[config.mk]
export PLATFORM = sky130hd
export DESIGN_NAME = uart_sync_fifo
export DESIGN_NICKNAME = d
export VERILOG_FILES = /design/src/rtl/uart_pkg.sv /design/src/rtl/uart_fifo_ram.sv /design/src/rtl/uart_sync_fifo.sv
export SDC_FILE = /design/constraint.sdc
export NUM_CORES = 1
export LEC_CHECK = 0
export ABC_AREA = 0
export CAP_MARGIN = 20
export CORE_MARGIN = 2
export CORE_UTILIZATION = 65
export CTS_CLUSTER_DIAMETER = 50
export DETAILED_ROUTE_END_ITERATION = 10
export GPL_TIMING_DRIVEN = 1
export HOLD_SLACK_MARGIN = 0.08
export PLACE_DENSITY = 0.81
export SLEW_MARGIN = 0
export SYNTH_ARGS = -nofsm -noshare
export SYNTH_HDL_FRONTEND = slang
export SYNTH_SLANG_ARGS = --single-unit
[constraint.sdc]
create_clock -name clock -period 8.7 [get_ports clock]
set_input_delay 1.305 -clock clock [delete_from_list [all_inputs] [get_ports clock]]
set_output_delay 1.305 -clock clock [all_outputs]
set_load 0.02 [all_outputs]
[src/rtl/uart_pkg.sv]
// Shared constants and helpers for the UART transmit-path byte buffer.
package uart_pkg;

    localparam int UART_FIFO_DATA_W = 8;
    localparam int UART_FIFO_ADDR_W = 5;

    // An out-of-range threshold (0 or above depth) means "full at depth".
    function automatic int eff_thres(input int thres, input int depth);
        if (thres < 1 || thres > depth) begin
            return depth;
        end
        return thres;
    endfunction

endpackage

[src/rtl/uart_fifo_ram.sv]
// FIFO storage: synchronous write, asynchronous read, no reset.
module uart_fifo_ram
    import uart_pkg::*;
#(
    parameter int DATA_W = UART_FIFO_DATA_W,
    parameter int ADDR_W = UART_FIFO_ADDR_W
) (
    input  logic              clock,
    input  logic              we,
    input  logic [ADDR_W-1:0] waddr,
    input  logic [DATA_W-1:0] wdata,
    input  logic [ADDR_W-1:0] raddr,
    output logic [DATA_W-1:0] rdata
);

    localparam int DEPTH = 1 << ADDR_W;

    logic [DATA_W-1:0] mem [DEPTH];

    always_ff @(posedge clock) begin
        if (we) begin
            mem[waddr] <= wdata;
        end
    end

    assign rdata = mem[raddr];

endmodule

[src/rtl/uart_sync_fifo.sv]
// Single-clock first-word-fall-through FIFO with thresholds, flush
// and sticky overflow/underflow flags.
module uart_sync_fifo
    import uart_pkg::*;
#(
    parameter int DATA_W = UART_FIFO_DATA_W,
    parameter int ADDR_W = UART_FIFO_ADDR_W
) (
    input  logic              clock,
    input  logic              reset_n,
    input  logic              write_enable,
    input  logic [DATA_W-1:0] data_in,
    input  logic              read_enable,
    input  logic              flush,
    input  logic              clear_err,
    input  logic [ADDR_W:0]   full_thres,
    input  logic [ADDR_W:0]   ae_thres,
    output logic [DATA_W-1:0] data_out,
    output logic              empty,
    output logic              full,
    output logic              almost_empty,
    output logic [ADDR_W:0]   level,
    output logic              overflow,
    output logic              underflow
);

    localparam int DEPTH = 1 << ADDR_W;

    logic [ADDR_W-1:0] wptr;
    logic [ADDR_W-1:0] rptr;
    logic [ADDR_W:0]   level_q;
    logic [ADDR_W:0]   ft;
    logic              wr_ok;
    logic              rd_ok;
    logic              ovf_set;
    logic              unf_set;
    logic              ovf_q;
    logic              unf_q;

    always_comb begin
        ft = (ADDR_W + 1)'(eff_thres(int'(full_thres), DEPTH));
    end

    // ">=" keeps writes blocked if the threshold drops below the level.
    assign full         = (level_q >= ft);
    assign empty        = (level_q == '0);
    assign almost_empty = (level_q <= ae_thres);
    assign level        = level_q;
    assign overflow     = ovf_q;
    assign underflow    = unf_q;

    assign wr_ok   = write_enable & ~full & ~flush;
    assign rd_ok   = read_enable & ~empty & ~flush;
    assign ovf_set = write_enable & full & ~flush;
    assign unf_set = read_enable & empty & ~flush;

    always_ff @(posedge clock or negedge reset_n) begin
        if (!reset_n) begin
            wptr    <= '0;
            rptr    <= '0;
            level_q <= '0;
        end else if (flush) begin
            wptr    <= '0;
            rptr    <= '0;
            level_q <= '0;
        end else begin
            if (wr_ok) begin
                wptr <= wptr + ADDR_W'(1);
            end
            if (rd_ok) begin
                rptr <= rptr + ADDR_W'(1);
            end
            unique case ({wr_ok, rd_ok})
                2'b10:   level_q <= level_q + (ADDR_W + 1)'(1);
                2'b01:   level_q <= level_q - (ADDR_W + 1)'(1);
                default: level_q <= level_q;
            endcase
        end
    end

    // A set event in the same cycle beats clear_err.
    always_ff @(posedge clock or negedge reset_n) begin
        if (!reset_n) begin
            ovf_q <= 1'b0;
            unf_q <= 1'b0;
        end else begin
            if (ovf_set) begin
                ovf_q <= 1'b1;
            end else if (clear_err) begin
                ovf_q <= 1'b0;
            end
            if (unf_set) begin
                unf_q <= 1'b1;
            end else if (clear_err) begin
                unf_q <= 1'b0;
            end
        end
    end

    uart_fifo_ram #(
        .DATA_W (DATA_W),
        .ADDR_W (ADDR_W)
    ) u_ram (
        .clock (clock),
        .we    (wr_ok),
        .waddr (wptr),
        .wdata (data_in),
        .raddr (rptr),
        .rdata (data_out)
    );

endmodule

==> results.ini <==
[status]
run_status=finished clean

[grt]
grt.total_usage=0.294
grt_start_max_net_pins=64
antenna_violations_before_repair=0
remaining_overflow_grt=0
vias_in_the_first_global_route=6583
first_pass_grt_wire_length_um=39600

[die]
starting_density=0.663
die_area_mm2=0.0187
floorplan.core_area_mm2=0.0173
die_w_um=137
chipHeight_um=137
rows=48
pin_count=45

[synth]
synth_area_per_cell_um2=17.2
synth.distinct_cells=52
synth-edff-count=256
yosys.area.top_type_share=0.670
synth.yosys.seq_area_share=0.709
ys_seq_elements=274
cell_area_after_synthesis_mm2=0.0115
yosysWarnings=0
synth_fp_nets=717
synthTopCellsByArea=sky130_fd_sc_hd__edfxtp_1, sky130_fd_sc_hd__mux2i_1, sky130_fd_sc_hd__mux4_2
synth-main-ff-cell=sky130_fd_sc_hd__edfxtp_1
post_synth_inst_count=669
postSynth.asyncResetShare=0.0657
synth_top_cell_by_area=sky130_fd_sc_hd__edfxtp_1

[power]
power_density_mw_per_mm2=282
seq_power_share=0.420
sw_frac_of_total=0.284
p_int_w=0.00268
p_leak_nw=4.34
switchingPower_w=0.00106
irDropWorstVdd_v=0.000271
comb_power_share=0.231
clock_power_share=0.348

[setup_path]
worst_path_dominant_cell_family=buffers and inverters
crit_slowest_cell=sky130_fd_sc_hd__dfrtp_4
cp_cell_sequence=buf_4, mux2i_1, a22o_1, nor3_1, a31oi_1, o221ai_1, clkdlybuf4s50_1
critPathArrivalTime_ps=3940
startpoint=rptr[1]
critical_path_depth=7
rr_startpoint=level[0]
critPathMaxFanout=63
crit_path_start_kind=register
critPathCaptureType=output port
timing.critical_path.slowest_cell_delay_ps=1080
timing_worst_setup_path_type=reg2out
r2r.worst_path.cells=12
worst_ep_required_time_ps=7390
crit_buf_inv=2

[detailed_routing]
wl_per_cell_um=27.6
postRouteAntennaNets=0
dr.pass1.iters=5
iteration_0_drc_count_of_the_detailed_router=757
drt_wl_total_um=26700
vias=6496
post-route-drc-count=0
detail_route.vias_per_cell=6.72

[cts]
insertion_delay_ps=530
clock_transition_time_at_the_flip_flop_clock_pins_of_the_worst_setup_and_hold_paths_ps=60
number_of_setup_buffers_added_after_cts=0
numClockSinks=274
hold_buf_cts=0
htreeDepth=1
post_cts_gate_resize_count=0
cts-root-buf=sky130_fd_sc_hd__clkbuf_16
tritoncts=yes
cts_inserted_buffers=27
clock_buffer_depth=3

[layout]
nFillCells=931
fraction_of_layout_cells_with_a_size_suffix_above_1=0.135
n_antenna_cell=0
stdcell_area_mm2=0.0133
multiInputGateArea_mm2=0.00311
finalCoreUtilization=0.767
seq_area_mm2=0.00814
synthToLayoutAreaGrowth_pct=15.6
highest_count_cells_in_the_layout_ignoring_fill_and_taps=sky130_fd_sc_hd__edfxtp_1, sky130_fd_sc_hd__mux2i_1, sky130_fd_sc_hd__nor2_1, sky130_fd_sc_hd__clkdlybuf4s50_1, sky130_fd_sc_hd__mux4_2
design.final.nets=770
layout_commonest_cell=sky130_fd_sc_hd__edfxtp_1

[sta]
worst_pin_slew_ps=1080
clock.fmax_ghz=0.191
rsz0062_at_grt=no
finalWorstPathRequiredPeriod_ps=5250
slew_violations=0
clock-skew-final_ps=13.7
final_critical_path_setup_slack_ps=3450
hold-worst-slack_ps=515
setup-tns-final_ps=0
setup-violations-final=0
slew-limit-headroom=0.282
report.final.hold_viol_count=0
min_period_over_period=0.603

[run]
cap_violations=0

[placement]
port_buffers=44
place_area_mm2=0.0121
place.gp.congestion=0.982
hpwlAfterDp_um=15700
setup_slack_placement_ps=3810

[min_path]
worst_hold_path_cell_count=1
hold_path_class=reg2reg
min-delay-start=underflow

power by group through the flow:
stage	sequential, W	clock (W)	combinational (W)
final	0.00157	0.00130	0.000866
after global routing	0.00158	0.00136	0.000914
after CTS	0.00157	0.00131	0.000843
after detailed placement	0.00160	0	0.000818
after global placement	0.00160	0	0.000795
after floorplan	0.00155	0	0.000572
synthesized netlist by cell type (3+ instances only):
| library cell | number |
|---|---|
| sky130_fd_sc_hd__edfxtp_1 | 256 |
| sky130_fd_sc_hd__mux2i_1 | 85 |
| sky130_fd_sc_hd__nor2_1 | 48 |
| sky130_fd_sc_hd__mux4_2 | 32 |
| sky130_fd_sc_hd__nand2_1 | 23 |
| sky130_fd_sc_hd__ha_1 | 21 |
| sky130_fd_sc_hd__dfrtp_1 | 18 |
| sky130_fd_sc_hd__a22o_1 | 17 |
| sky130_fd_sc_hd__buf_2 | 16 |
| sky130_fd_sc_hd__a21oi_1 | 14 |
| sky130_fd_sc_hd__inv_1 | 14 |
| sky130_fd_sc_hd__nor3_1 | 10 |
| sky130_fd_sc_hd__a31oi_1 | 9 |
| sky130_fd_sc_hd__buf_4 | 9 |
| sky130_fd_sc_hd__a22oi_1 | 8 |
| sky130_fd_sc_hd__nand2b_1 | 8 |
| sky130_fd_sc_hd__o221ai_1 | 8 |
| sky130_fd_sc_hd__clkbuf_1 | 6 |
| sky130_fd_sc_hd__nand4_1 | 5 |
| sky130_fd_sc_hd__nor2b_1 | 5 |
| sky130_fd_sc_hd__o21a_1 | 5 |
| sky130_fd_sc_hd__xor2_1 | 5 |
| sky130_fd_sc_hd__a21o_1 | 4 |
| sky130_fd_sc_hd__nand3_1 | 4 |
| sky130_fd_sc_hd__o21ai_0 | 4 |
| sky130_fd_sc_hd__xnor2_1 | 3 |
through the flow:
step / power, W / cells
after detailed placement: 0.00242 / 910
final: 0.00374 / 967
after CTS: 0.00372 / 959
after floorplan: 0.00212 / 669
after global routing: 0.00385 / 967
after global placement: 0.00239 / 909
worst paths after layout:
check / endpoint / slack (ps)
min: underflow / 520
min reg2reg: underflow / 520
max reg2reg: level[5] / 5120
min in group asynchronous: rptr[4] / 1290
max in group asynchronous: rptr[1] / 6740
max: data_out[2] / 3450
layout make-up:
| type | count | area share |
|---|---|---|
| multi-input cells | 348 | 0.234 |
| well taps | 225 | 0.0212 |
| inverters | 14 | 0.00396 |
| flip-flops and latches | 274 | 0.614 |
| clock inverters | 22 | 0.0252 |
| repair buffers | 57 | 0.0503 |
| clock buffers | 27 | 0.0510 |
sequential cells by signal, summed over array words and instances, names as in the netlist:
register	cells
rptr	5
overflow	1
u_ram.mem	256
underflow	1
wptr	5
level	6
per-layer routing:
| metal | global-route usage | vias to the layer above | routed length (um) |
|---|---|---|---|
| li1 | - | 2749 | - |
| met1 | 0.397 | 3248 | 9920 |
| met2 | 0.500 | 417 | 13600 |
| met3 | 0.0459 | 82 | 2280 |
| met4 | 0.0911 | 0 | 934 |
| met5 | 0 | - | 0 |
cells by family after synthesis:
group,count (synthesis),synth area share
flops,274,0.709
fa+ha+maj,22,0.0246
buf+inv,47,0.0201
compound gates,84,0.0540
xor+xnor,9,0.00752
mux,118,0.138
simple gates,115,0.0467
Note: power is estimated with default switching activity, not from simulation.
